<file path="config.mk">
export PLATFORM = sky130hd
export DESIGN_NAME = mem_stage_lsu_flat
export DESIGN_NICKNAME = d
export VERILOG_FILES = /design/src/rtl/riscv_pkg.sv /design/src/rtl/mem_stage_lsu_if.sv /design/src/rtl/lsu_align.sv /design/src/rtl/mem_stage_lsu.sv /design/src/flat_wrapper.sv
export SDC_FILE = /design/constraint.sdc
export NUM_CORES = 1
export LEC_CHECK = 0
export CORE_UTILIZATION = 48
export CTS_CLUSTER_DIAMETER = 200
export CTS_CLUSTER_SIZE = 8
export DETAILED_ROUTE_END_ITERATION = 10
export HOLD_SLACK_MARGIN = 0.06
export PLACE_DENSITY = 0.95
export REMOVE_ABC_BUFFERS = 1
export SETUP_SLACK_MARGIN = 0.2
export SLEW_MARGIN = 10
export SYNTH_ARGS = -nofsm -noshare
export SYNTH_HDL_FRONTEND = slang
export SYNTH_SLANG_ARGS = --single-unit
</file>
<file path="constraint.sdc">
create_clock -name clk -period 11.28 [get_ports clk]
set_clock_uncertainty 0.05 [all_clocks]
set_input_delay 1.128 -clock clk [delete_from_list [all_inputs] [get_ports clk]]
set_output_delay 1.128 -clock clk [all_outputs]
set_load 0.005 [all_outputs]
</file>
<file path="src/rtl/riscv_pkg.sv">
// Shared RV32I constants and the load/store unit state encoding.
package riscv_pkg;

    localparam logic [2:0] F3_B  = 3'b000;
    localparam logic [2:0] F3_H  = 3'b001;
    localparam logic [2:0] F3_W  = 3'b010;
    localparam logic [2:0] F3_BU = 3'b100;
    localparam logic [2:0] F3_HU = 3'b101;

    typedef enum logic [1:0] {
        IDLE = 2'd0,
        BUSY = 2'd1,
        DONE = 2'd2
    } lsu_state_t;

    // Encodings with no RV32I load/store meaning; handled as word-size and always trapped.
    function automatic logic f3_illegal(input logic [2:0] f3);
        return (f3 == 3'b011) || (f3 == 3'b110) || (f3 == 3'b111);
    endfunction

endpackage

</file>
<file path="src/rtl/mem_stage_lsu_if.sv">
// Data-memory request/ready bus between the memory stage (master) and memory (slave).
interface mem_stage_lsu_if #(
    parameter int XLEN = 32
);
    logic            DReq;
    logic            DWe;
    logic [XLEN-1:0] DAddr;
    logic [XLEN-1:0] DWData;
    logic [3:0]      DBe;
    logic            DReady;
    logic [XLEN-1:0] DRData;

    modport master (
        output DReq, DWe, DAddr, DWData, DBe,
        input  DReady, DRData
    );

    modport slave (
        input  DReq, DWe, DAddr, DWData, DBe,
        output DReady, DRData
    );
endinterface

</file>
<file path="src/rtl/lsu_align.sv">
// Combinational lane logic: store byte-enable/data replication and load extract/extend.
module lsu_align
    import riscv_pkg::*;
#(
    parameter int XLEN = 32
) (
    input  logic [1:0]      addr_lo_i,
    input  logic [2:0]      funct3_i,
    input  logic [XLEN-1:0] wdata_i,
    input  logic [XLEN-1:0] rword_i,
    output logic [3:0]      st_be_o,
    output logic [XLEN-1:0] st_wdata_o,
    output logic [XLEN-1:0] ld_data_o
);

    logic [XLEN-1:0] rshift;
    logic [7:0]      rbyte;
    logic [15:0]     rhalf;

    assign rshift = rword_i >> {addr_lo_i, 3'b000};
    assign rbyte  = rshift[7:0];
    assign rhalf  = rshift[15:0];

    // NOTE: every output gets a default before the case so no path can infer a latch.
    always_comb begin
        st_be_o    = 4'b1111;
        st_wdata_o = wdata_i;
        case (funct3_i[1:0])
            2'b00: begin
                st_be_o    = 4'b0001 << addr_lo_i;
                st_wdata_o = {(XLEN/8){wdata_i[7:0]}};
            end
            2'b01: begin
                st_be_o    = 4'b0011 << addr_lo_i;
                st_wdata_o = {(XLEN/16){wdata_i[15:0]}};
            end
            default: ;
        endcase
    end

    always_comb begin
        ld_data_o = rword_i;
        case (funct3_i)
            F3_B:    ld_data_o = {{(XLEN-8){rbyte[7]}}, rbyte};
            F3_BU:   ld_data_o = {{(XLEN-8){1'b0}}, rbyte};
            F3_H:    ld_data_o = {{(XLEN-16){rhalf[15]}}, rhalf};
            F3_HU:   ld_data_o = {{(XLEN-16){1'b0}}, rhalf};
            default: ;
        endcase
    end

endmodule

</file>
<file path="src/rtl/mem_stage_lsu.sv">
// Memory stage: issues data-memory accesses, stalls while one is in flight, and holds MEM/WB.
module mem_stage_lsu
    import riscv_pkg::*;
#(
    parameter int XLEN   = 32,
    parameter int REG_AW = 5
) (
    input  logic              clk,
    input  logic              reset,
    mem_stage_lsu_if.master   dmem,
    input  logic [XLEN-1:0]   ALUResultM,
    input  logic [XLEN-1:0]   WriteDataM,
    input  logic [REG_AW-1:0] RdM,
    input  logic [XLEN-1:0]   PCPlus4M,
    input  logic              RegWriteM,
    input  logic              MemReadM,
    input  logic              MemWriteM,
    input  logic [2:0]        Funct3M,
    output logic              StallM,
    output logic              MisalignedM,
    output logic [XLEN-1:0]   ALUResultW,
    output logic [XLEN-1:0]   ReadDataW,
    output logic [XLEN-1:0]   PCPlus4W,
    output logic [REG_AW-1:0] RdW,
    output logic              RegWriteW
);

    lsu_state_t        state_q, state_d;
    logic              issue;
    logic              is_mem, access;
    logic [3:0]        st_be;
    logic [XLEN-1:0]   st_wdata, ld_data, read_data;

    logic              dwe_q;
    logic [3:0]        dbe_q;
    logic [XLEN-1:0]   daddr_q, dwdata_q, rdata_q;

    logic [XLEN-1:0]   alu_w_q, rdata_w_q, pc4_w_q;
    logic [REG_AW-1:0] rd_w_q;
    logic              regwrite_w_q;

    assign is_mem      = MemReadM | MemWriteM;
    assign MisalignedM = is_mem & (f3_illegal(Funct3M)
                                   | ((Funct3M[1:0] == 2'b01) & ALUResultM[0])
                                   | ((Funct3M[1:0] == 2'b10) & (ALUResultM[1:0] != 2'b00)));
    assign access      = is_mem & ~MisalignedM;

    lsu_align #(.XLEN(XLEN)) u_align (
        .addr_lo_i  (ALUResultM[1:0]),
        .funct3_i   (Funct3M),
        .wdata_i    (WriteDataM),
        .rword_i    (rdata_q),
        .st_be_o    (st_be),
        .st_wdata_o (st_wdata),
        .ld_data_o  (ld_data)
    );

    always_comb begin
        state_d = state_q;
        StallM  = 1'b0;
        issue   = 1'b0;
        case (state_q)
            IDLE: if (access) begin
                state_d = BUSY;
                StallM  = 1'b1;
                issue   = 1'b1;
            end
            BUSY: begin
                StallM = 1'b1;
                if (dmem.DReady) state_d = DONE;
            end
            DONE:    state_d = IDLE;
            default: state_d = IDLE;
        endcase
    end

    // NOTE: sequential state uses non-blocking assignments so every register samples pre-edge values.
    always_ff @(posedge clk or posedge reset) begin
        if (reset) state_q <= IDLE;
        else       state_q <= state_d;
    end

    // Request fields are latched at issue so the bus stays stable for the whole wait.
    always_ff @(posedge clk or posedge reset) begin
        if (reset) begin
            dwe_q    <= 1'b0;
            dbe_q    <= 4'b0000;
            daddr_q  <= '0;
            dwdata_q <= '0;
            rdata_q  <= '0;
        end else if (issue) begin
            dwe_q    <= MemWriteM;
            dbe_q    <= MemWriteM ? st_be : 4'b1111;
            daddr_q  <= {ALUResultM[XLEN-1:2], 2'b00};
            dwdata_q <= MemWriteM ? st_wdata : '0;
        end else if ((state_q == BUSY) && dmem.DReady) begin
            dwe_q   <= 1'b0;
            dbe_q   <= 4'b0000;
            rdata_q <= dmem.DRData;
        end
    end

    assign dmem.DReq   = (state_q == BUSY);
    assign dmem.DWe    = dwe_q;
    assign dmem.DBe    = dbe_q;
    assign dmem.DAddr  = daddr_q;
    assign dmem.DWData = dwdata_q;

    // Store wins when both read and write are set, so only a pure load returns data.
    assign read_data = ((state_q == DONE) && MemReadM && !MemWriteM) ? ld_data : '0;

    always_ff @(posedge clk or posedge reset) begin
        if (reset) begin
            alu_w_q      <= '0;
            rdata_w_q    <= '0;
            pc4_w_q      <= '0;
            rd_w_q       <= '0;
            regwrite_w_q <= 1'b0;
        end else if (!StallM) begin
            alu_w_q      <= ALUResultM;
            rdata_w_q    <= read_data;
            pc4_w_q      <= PCPlus4M;
            rd_w_q       <= RdM;
            regwrite_w_q <= RegWriteM & ~MisalignedM;
        end else begin
            rd_w_q       <= '0;
            regwrite_w_q <= 1'b0;
        end
    end

    assign ALUResultW = alu_w_q;
    assign ReadDataW  = rdata_w_q;
    assign PCPlus4W   = pc4_w_q;
    assign RdW        = rd_w_q;
    assign RegWriteW  = regwrite_w_q;

endmodule

</file>
<file path="src/flat_wrapper.sv">
// flat-port wrapper written by rule: the top's interface ports become plain ports
module mem_stage_lsu_flat import riscv_pkg::*;
#(
    parameter int XLEN   = 32,
    parameter int REG_AW = 5
)
  (clk, reset, ALUResultM, WriteDataM, RdM, PCPlus4M, RegWriteM, MemReadM, MemWriteM, Funct3M, StallM, MisalignedM, ALUResultW, ReadDataW, PCPlus4W, RdW, RegWriteW, dmem_DReq, dmem_DWe, dmem_DAddr, dmem_DWData, dmem_DBe, dmem_DReady, dmem_DRData);
  mem_stage_lsu_if #(.XLEN(XLEN)) dmem_i ();
  input  logic clk;
  input  logic reset;
  input  logic [XLEN-1:0] ALUResultM;
  input  logic [XLEN-1:0] WriteDataM;
  input  logic [REG_AW-1:0] RdM;
  input  logic [XLEN-1:0] PCPlus4M;
  input  logic RegWriteM;
  input  logic MemReadM;
  input  logic MemWriteM;
  input  logic [2:0] Funct3M;
  output logic StallM;
  output logic MisalignedM;
  output logic [XLEN-1:0] ALUResultW;
  output logic [XLEN-1:0] ReadDataW;
  output logic [XLEN-1:0] PCPlus4W;
  output logic [REG_AW-1:0] RdW;
  output logic RegWriteW;
  output wire logic [$bits(dmem_i.DReq)-1:0] dmem_DReq;
  output wire logic [$bits(dmem_i.DWe)-1:0] dmem_DWe;
  output wire logic [$bits(dmem_i.DAddr)-1:0] dmem_DAddr;
  output wire logic [$bits(dmem_i.DWData)-1:0] dmem_DWData;
  output wire logic [$bits(dmem_i.DBe)-1:0] dmem_DBe;
  input wire logic [$bits(dmem_i.DReady)-1:0] dmem_DReady;
  input wire logic [$bits(dmem_i.DRData)-1:0] dmem_DRData;
  assign dmem_DReq = dmem_i.DReq;
  assign dmem_DWe = dmem_i.DWe;
  assign dmem_DAddr = dmem_i.DAddr;
  assign dmem_DWData = dmem_i.DWData;
  assign dmem_DBe = dmem_i.DBe;
  assign dmem_i.DReady = dmem_DReady;
  assign dmem_i.DRData = dmem_DRData;
  mem_stage_lsu #(.XLEN(XLEN), .REG_AW(REG_AW)) u_core (.clk(clk), .reset(reset), .dmem(dmem_i), .ALUResultM(ALUResultM), .WriteDataM(WriteDataM), .RdM(RdM), .PCPlus4M(PCPlus4M), .RegWriteM(RegWriteM), .MemReadM(MemReadM), .MemWriteM(MemWriteM), .Funct3M(Funct3M), .StallM(StallM), .MisalignedM(MisalignedM), .ALUResultW(ALUResultW), .ReadDataW(ReadDataW), .PCPlus4W(PCPlus4W), .RdW(RdW), .RegWriteW(RegWriteW));
endmodule
</file>
[After elaboration in Yosys (flattened, before gate mapping)]
Index checks and enable logic that the tools add are counted.
Storage, ports and cells
  register bits: 203
  bits of input ports: 142
  output and inout port bits: 174
  word-level logic and storage cells: 67
Operators by class
  eq/ne operators: 12
  shift operators: 3
  multiplexer cells: 18
  bitwise logic cells: 10
  reduce and logical (&&, ||, !) cells: 13
Operator list (count)
  32-bit case mux with 4 select lines: 1
  32-bit 2-to-1 mux: 2
  32-bit case mux with 2 select lines: 1
  32-bit by 5-bit right shift with 16-bit output: 1
  3-bit equality test, second input constant: 4
  4-bit 2-to-1 mux: 3
  4-bit case mux with 2 select lines: 1
  1-bit bitwise AND: 5
  1-bit 2-to-1 mux: 5
  5-bit 2-to-1 mux: 1
  2-bit by 1-bit equality test with 1-bit output, second input constant: 2
  2-bit equality test, second input constant: 2
  2-bit zero test: 2
  2-bit 2-to-1 mux: 2
  2-bit by 1-bit inequality test with 1-bit output, second input constant: 2
  2-bit case mux with 2 select lines: 1
  2-bit AND reduction: 2
  2-bit nonzero test: 2
  1-bit by 2-bit << shifter with 4-bit output, first input constant: 1
  2-bit by 2-bit << shifter with 4-bit output, first input constant: 1
  3-bit by 1-bit equality test with 1-bit output, second input constant: 1
  3-bit by 2-bit equality test with 1-bit output, second input constant: 1
  1-bit logical AND: 3
  3-bit zero test: 1
  other kinds (5): 9

[Longest topological paths before layout]
Gate-level depths: netlist of run 1.
  depth after elaboration: 12
  gate-level depth with buffers: 7

[Hierarchy]
Synthesis of run 1 repeated with hierarchy kept, for this count alone.
Unflattened totals
  cells, all modules: 716
  area total of the unflattened synthesis: 8992.4 um^2
Modules (own cells, without submodules)
  mem_stage_lsu: instances 1, cells each 536, area an instance 7671.1 um^2, seq. area each 5079.9 um^2
  lsu_align: instances 1, cells each 180, area an instance 1321.3 um^2, seq. area each 0.0 um^2

[Worst setup path before layout of run 1]
No wires, ideal clock.
  kind: input port to output port
  start: in ALUResultM[1]
  end: out StallM
  arrival: 2.160 ns
  required time: 10.102 ns
  slack: 7.942 ns
  stages on the path: 6
  cells stage by stage: buf_4 > nor4_4 > o21ai_1 > o21ai_2 > buf_6 > buf_2
Between the ends
  word-level cells in the longest chain between the ends: 8
RTL lines
  start, declared: line flat_wrapper.sv:11  | input logic [XLEN-1:0] ALUResultM;
  2-bit nonzero test: line mem_stage_lsu.sv:45  | | ((Funct3M[1:0] == 2'b10) & (ALUResultM[1:0] != 2'b00)));
  1-bit bitwise AND: line mem_stage_lsu.sv:45
  1-bit OR: line mem_stage_lsu.sv:45
  1-bit bitwise AND: line mem_stage_lsu.sv:43  | assign MisalignedM = is_mem & (f3_illegal(Funct3M)
  1-bit NOT: line mem_stage_lsu.sv:46  | assign access = is_mem & ~MisalignedM;
  1-bit bitwise AND: line mem_stage_lsu.sv:46
  1-bit 2-to-1 mux: line mem_stage_lsu.sv:63  | IDLE: if (access) begin
  1-bit case mux with 2 select lines: line mem_stage_lsu.sv:62  | case (state_q)
  end, declared: line flat_wrapper.sv:19  | output logic StallM;
Every way passes these cells.

[Worst setup path after layout of run 1]
Ends and elaborated chain as after synthesis.

==> impl_metrics.yaml, run 1 <==
status:
  status: "complete, no violations"
global_routing:
  grt_max_degree: 126
  antenna_found_initial: 0
  grt_usage_pct: 27.9
  grt_overflow: 0
  busiest_layer: "met2"
  grt_pass1_vias: 7145
  grt_use_met2_pct: 48.1
  gr-usage-met3_pct: 7.20
  grt_pass1_wl_mm: 39.5
  grt_util_met1_pct: 33.0
min_path:
  whs_path_depth: 2
  whs_endpoint: "u_core.dmem.DWData[22]"
  hold_class: "flip-flop to flip-flop"
  holdCritStartpoint: "u_core.dmem.DWData[22]"
floorplanning:
  die_y_microns: 136
  ios: 316
  die_x_microns: 136
  coreArea_sq_um: 17400
  initial_core_util_pct: 49.4
  rows: 48
  fp.dieArea_sq_um: 18500
pwr:
  power_w: 0.00263
  power_density_nw_per_um2: 208
  p_leak_nw: 5.35
  ir_drop_mv: 0.172
cts:
  ctsResizeCount: 0
  cts.path.max_buffers: 3
  clock_latency_ns: 0.54
  cts_root_buf: "clkbuf_16"
  clock-sinks: 203
  cts_tree: "yes"
  hold_buffers: 0
  clk_pin_slew_ns: 0.05
  cts_setup_buffers: 0
  cts-htree-levels: 1
  numCtsBuffers: 29
detailed_routing:
  vias: 6677
  via_per_inst: 5.66
  drt-initial-drc-count: 486
  drc: 0
  drtPass1Iterations: 4
  drt-total-wl_mm: 25.4
  wire_per_inst_microns: 21.5
  ant_nets: 0
critical_path:
  ff2ff_setup_slack_ns: 8.65
  startpoint_type: "input pin"
  end_kind: "output pin"
  rr_endpoint: "u_core.ALUResultW[0]"
  path_class: "input pin to output pin"
  crit_buf_inv: 3
  cpLargestDelayFamily: "buffers and inverters"
  cp.required_ns: 10.10
  cp.arrival_ns: 3.06
  critPathMaxFanout: 26
  cp_slowest_cell: "clkdlybuf4s50_1"
  cp_cell_sequence: "clkdlybuf4s50_1 -> buf_4 -> nor4_4 -> o21ai_1 -> o21ai_4 -> clkdlybuf4s50_1"
  crit_top_cell: "clkdlybuf4s50_1"
  r2r-start: "u_core.state_q[1]"
  critPathMaxStageDelay_ns: 0.58
  reg2regPathDepth: 5
sta:
  maxSlewViolCount: 0
  tightest_slew_ns: 1.27
  timing.final.crit_share_pct: 37.6
  rsz0062_at_grt: "no"
  final-hold-violation-count: 0
  slew_headroom_pct: 14.4
  timing.final.crit_period_ns: 4.24
  tns_ns: 0
  setup_viol: 0
  max_freq_mhz: 236
synthesis:
  yosys_most_used_dff: "dfrtp_1"
  ys_async_sr_fraction_pct: 100
  synth_mux_area_share_pct: 20.5
  synth_top_family_by_area: "multiplexers"
  syn-cell-area_sq_um: 8610
  synth_xor_area_share_pct: 0.102
  synth.area.top_cells: "dfrtp_1 59%, mux2_2 17%, mux2i_1 3.7%, a221o_1 2.8%, nand2_1 2.3%"
  syn_avg_cell_area_sq_um: 13.3
  yosysUniqueCellTypes: 46
  synthAdderAreaFrac_pct: 0
  synth_compound_area_share_pct: 10.5
  synth-simple-area-share_pct: 6.42
  yosys_warnings: 0
  synthCells: 648
  synth-seq-area-share_pct: 59.0
  synth_seq_cells: 203
  synth_edf_count: 0
  yosysTopAreaCellShare_pct: 59.0
  yosysTopAreaCell: "dfrtp_1"
final_layout:
  drive_above_1_share_pct: 19.3
  fin_nets: 1097
  area_delta_synth_final_pct: 46.5
  diodes: 0
placed_design:
  numPortBuffers: 313
  dp_hpwl_mm: 16.9
  gp_congestion: 0.790
job:
  cap_violations: 0
-- layout make-up --
type | instances | area [sq um]
Inverter | 7 | 33.8
Tap cell | 225 | 282
Timing Repair Buffer | 323 | 3200
Fill cell | 1112 | 4800
Clock buffer | 29 | 726
Clock inverter | 2 | 27.5
Sequential cell | 203 | 5080
Multi-Input combinational cell | 391 | 3260
-- per-stage QoR --
stage               instances  worst slack (ns)  cell area (sq um)  hold WS (ns)  util (%)
global route             1180              6.97              12600         0.458      72.4
global placement         1149              7.05              11900         0.410      68.1
floorplan                 601              4.56               8350         0.423         -
CTS                      1180              7.06              12600         0.428      72.4
finish                   1180              7.04              12600         0.425      72.4
detailed placement       1149              6.99              11900         0.418      68.1
-- power breakdown --
group	switching, W	total (W)	leakage [nW]	internal [W]
registers	0.000147	0.00108	2.50	0.000938
clock network	0.000298	0.000748	0.367	0.000450
logic	0.000294	0.000796	2.48	0.000502
-- how the worst max path moves through the flow --
stage          depth (start not counted)  slack (ns)               endpoint          start
6_report                               6        7.04                 StallM  ALUResultM[1]
5_1_grt                                5        6.97            MisalignedM     Funct3M[0]
4_1_cts                                6        7.06                 StallM  ALUResultM[1]
3_5_place_dp                           8        6.99  u_core.ALUResultW[22]  ALUResultM[1]
3_3_place_gp                           8        7.05   u_core.ALUResultW[0]  ALUResultM[1]
2_1_floorplan                          1        4.56   u_core.ALUResultW[0]          reset
-- logic make-up (layout without fill, tap and decap cells) --
kind of cell / Yosys count / count (layout)
AO/OA/AOI/OAI: 115 / 115
XOR/XNOR: 1 / 1
buffers and inverters: 55 / 361
flip-flops: 203 / 203
multiplexers: 160 / 160
other: 1 / 2
AND/OR/NAND/NOR: 113 / 113
-- Yosys cell counts (9+ instances only) --
master	n
a221o_1	24
buf_2	23
buf_4	9
clkbuf_1	13
dfrtp_1	203
mux2_2	127
mux2i_1	32
nand2_1	53
nand2b_1	9
nor2_1	16
nor2b_1	12
o21ai_0	22
o2bb2ai_1	9
o31ai_1	16
-- flip-flops by register name, summed over array words and instances, names as in the netlist --
register / cells
u_core.RdW: 5
u_core.rdata_q: 32
u_core.RegWriteW: 1
u_core.ALUResultW: 32
u_core.state_q: 2
u_core.dmem.DBe: 4
u_core.ReadDataW: 32
u_core.PCPlus4W: 32
u_core.dmem.DWe: 1
u_core.dmem.DAddr: 30
u_core.dmem.DWData: 32
-- worst register-to-register path: cells and delay by family, from the launching register on --
kind                   cells  cell delay, ns
buffers and inverters      2            1.21
muxes                      1            0.47
DFF                        1            0.44
and+or+nand+nor            1            0.25
AOI/OAI and AO/OA          1            0.09
-- per-layer routing --
metal | wire length (microns) | part of all wire [%]
met5 | 0 | 0
met3 | 2060 | 8.1
met2 | 12900 | 51
met4 | 1020 | 4.0
met1 | 9470 | 37
-- cell usage in the layout (no fill, tap or decap), types with 9 or more instances in the layout --
| cell | synthesis | layout |
|---|---|---|
| o31ai_1 | 16 | 16 |
| o21ai_0 | 22 | 22 |
| mux2_2 | 127 | 127 |
| buf_4 | 9 | 10 |
| nand2_1 | 53 | 53 |
| clkbuf_16 | 0 | 29 |
| mux2i_1 | 32 | 32 |
| nor2_1 | 16 | 16 |
| o2bb2ai_1 | 9 | 9 |
| nor2b_1 | 12 | 12 |
| clkdlybuf4s50_1 | 0 | 312 |
| a221o_1 | 24 | 24 |
| dfrtp_1 | 203 | 203 |
| nand2b_1 | 9 | 9 |
Note: power is estimated with default switching activity, not from simulation.
==> run 2: changes to the inputs <==
- CORE_UTILIZATION: 48 -> 40
- PLACE_DENSITY: 0.95 -> 0.88
- clock period: 11.28 -> 3.8 ns (I/O delays scaled with it)
==> run 2 against run 1 <==
- register-to-register slack lost 7.1 ns
- combinational power increased to 3.0 times the previous value
- cell count rose by 4.8%
- sequential share of layout area is 0.41 points lower
- die area is 20% higher
- flip-flop and latch count did not move
- first-iteration DRC count fell by 23%
- utilization down 12 points
- power grew to 3.0 times the previous value
- critical endpoint unchanged
- sequential power rose to 3.0 times the previous value
- clock power rose to 3.0 times the previous value
- clock-buffer cell count did not move
==> impl_metrics.yaml, run 2 (same netlist as run 1, synthesis figures left out) <==
status:
  status: "complete, no violations"
pwr:
  swShare_pct: 27.8
  p_leak_nw: 5.39
  p_int_w: 0.00561
  p_seq_share_pct: 41.1
  pwr-share-comb_pct: 30.5
  p_sw_w: 0.00216
  power_density_nw_per_um2: 610
  ir_drop_mv: 0.412
  power_w: 0.00777
  clkPwrFrac_pct: 28.4
final_layout:
  area_delta_synth_final_pct: 48.1
  multiInputGateArea_sq_um: 3260
  utilization_pct: 60.4
  drive_above_1_share_pct: 19.7
  fill_cells: 1638
  regArea_sq_um: 5080
  fin_nets: 1103
  mostFrequentLayoutCell: "clkdlybuf4s50_1"
  layout_common_cells: "312 x clkdlybuf4s50_1, 203 x dfrtp_1, 127 x mux2_2, 53 x nand2_1, 32 x mux2i_1"
detailed_routing:
  drt-initial-drc-count: 375
  drt-total-wl_mm: 25.5
  drc: 0
  via_per_inst: 5.32
  vias: 6582
  ant_nets: 0
  drtPass1Iterations: 5
  wire_per_inst_microns: 20.6
global_routing:
  grt_usage_pct: 23.1
  grt_pass1_wl_mm: 39.6
  grt_max_degree: 105
  grt_pass1_vias: 7042
  antenna_found_initial: 1
  grt_overflow: 0
floorplanning:
  die_y_microns: 149
  die_x_microns: 149
  fp.dieArea_sq_um: 22100
  initial_core_util_pct: 40.8
  coreArea_sq_um: 21100
  rows: 53
  ios: 316
critical_path:
  crit_top_cell: "clkdlybuf4s50_1"
  cp.required_ns: 3.37
  critPathMaxStageDelay_ns: 0.61
  path_class: "input pin to output pin"
  startpoint_type: "input pin"
  cp.arrival_ns: 2.31
  critPathMaxFanout: 10
  end_kind: "output pin"
  cp_cell_sequence: "clkdlybuf4s50_1 -> nor4_4 -> o21ai_1 -> o21ai_4 -> clkdlybuf4s50_1"
  cp_slowest_cell: "clkdlybuf4s50_1"
  cpLargestDelayFamily: "buffers and inverters"
  crit_buf_inv: 2
min_path:
  hold_class: "input pin to asynchronous set/reset pin"
cts:
  ctsResizeCount: 0
  cts.path.max_buffers: 3
  cts_tree: "yes"
  cts_root_buf: "clkbuf_16"
  clock-sinks: 203
  clk_pin_slew_ns: 0.05
  cts_setup_buffers: 0
  numCtsBuffers: 29
  hold_buffers: 0
  cts-htree-levels: 1
  clock_latency_ns: 0.53
sta:
  timing.final.crit_share_pct: 72.1
  max_freq_mhz: 365
  maxSlewViolCount: 0
  rsz0062_at_grt: "no"
  setup_viol: 0
  tightest_slew_ns: 1.00
  final-hold-violation-count: 0
  slew_headroom_pct: 33.3
  timing.final.crit_period_ns: 2.74
placed_design:
  numPortBuffers: 313
  gp_congestion: 0.861
  dp_hpwl_mm: 17.6
job:
  cap_violations: 0
run 2: path summary, 6_finish.rpt:
| kind | endpoint | slack (ns) | cells after the start | start |
|---|---|---|---|---|
| worst max-delay path | StallM | 1.06 | 5 | ALUResultM[1] |
| worst min-delay path | u_core.dmem.DAddr[19] | 0.34 | 2 | reset |
| worst max register to register | u_core.rdata_q[17] | 1.58 | 5 | u_core.state_q[1] |
| worst min register to register | u_core.dmem.DWData[16] | 0.42 | 2 | u_core.dmem.DWData[16] |
| max in group asynchronous | u_core.rdata_q[3] | 2.49 | 3 | reset |
| min in group clk | u_core.RdW[1] | 0.36 | 2 | RdM[1] |
run 2: cell type report:
cell class | count | share of cell area (%)
Timing Repair Buffer | 329 | 25.8
Clock inverter | 2 | 0.128
Multi-Input combinational cell | 391 | 25.6
Clock buffer | 29 | 5.69
Sequential cell | 203 | 39.9
Antenna cell | 1 | 0.0196
Inverter | 7 | 0.265
Tap cell | 275 | 2.70
run 2: stage by stage:
step	cell area, sq um	hold WS, ns	TNS, ns	std cells	setup slack (ns)
finish	12700	0.337	0	1237	1.06
global route	12700	0.357	0	1237	0.913
CTS	12700	0.333	0	1236	1.04
detailed placement	12000	0.415	0	1205	0.865
global placement	12000	0.409	0	1205	0.924
floorplan	8350	0.423	-443.53	601	-2.17
run 2: layer usage:
layer | vias to the layer above | GRT usage, % | share of wire [%]
met1 | 3259 | 27.9 | 38
met3 | 77 | 6.07 | 7.9
met2 | 281 | 39.0 | 49
met4 | 0 | 9.90 | 4.3
li1 | 2965 | - | -
met5 | - | 0 | 0
run 2: power groups by stage:
stage	clock (W)	combinational, W	sequential, W
floorplan	0	0.000975	0.00316
global placement	0	0.00232	0.00317
detailed placement	0	0.00236	0.00321
CTS	0.00226	0.00239	0.00319
global route	0.00233	0.00255	0.00326
finish	0.00221	0.00237	0.00319
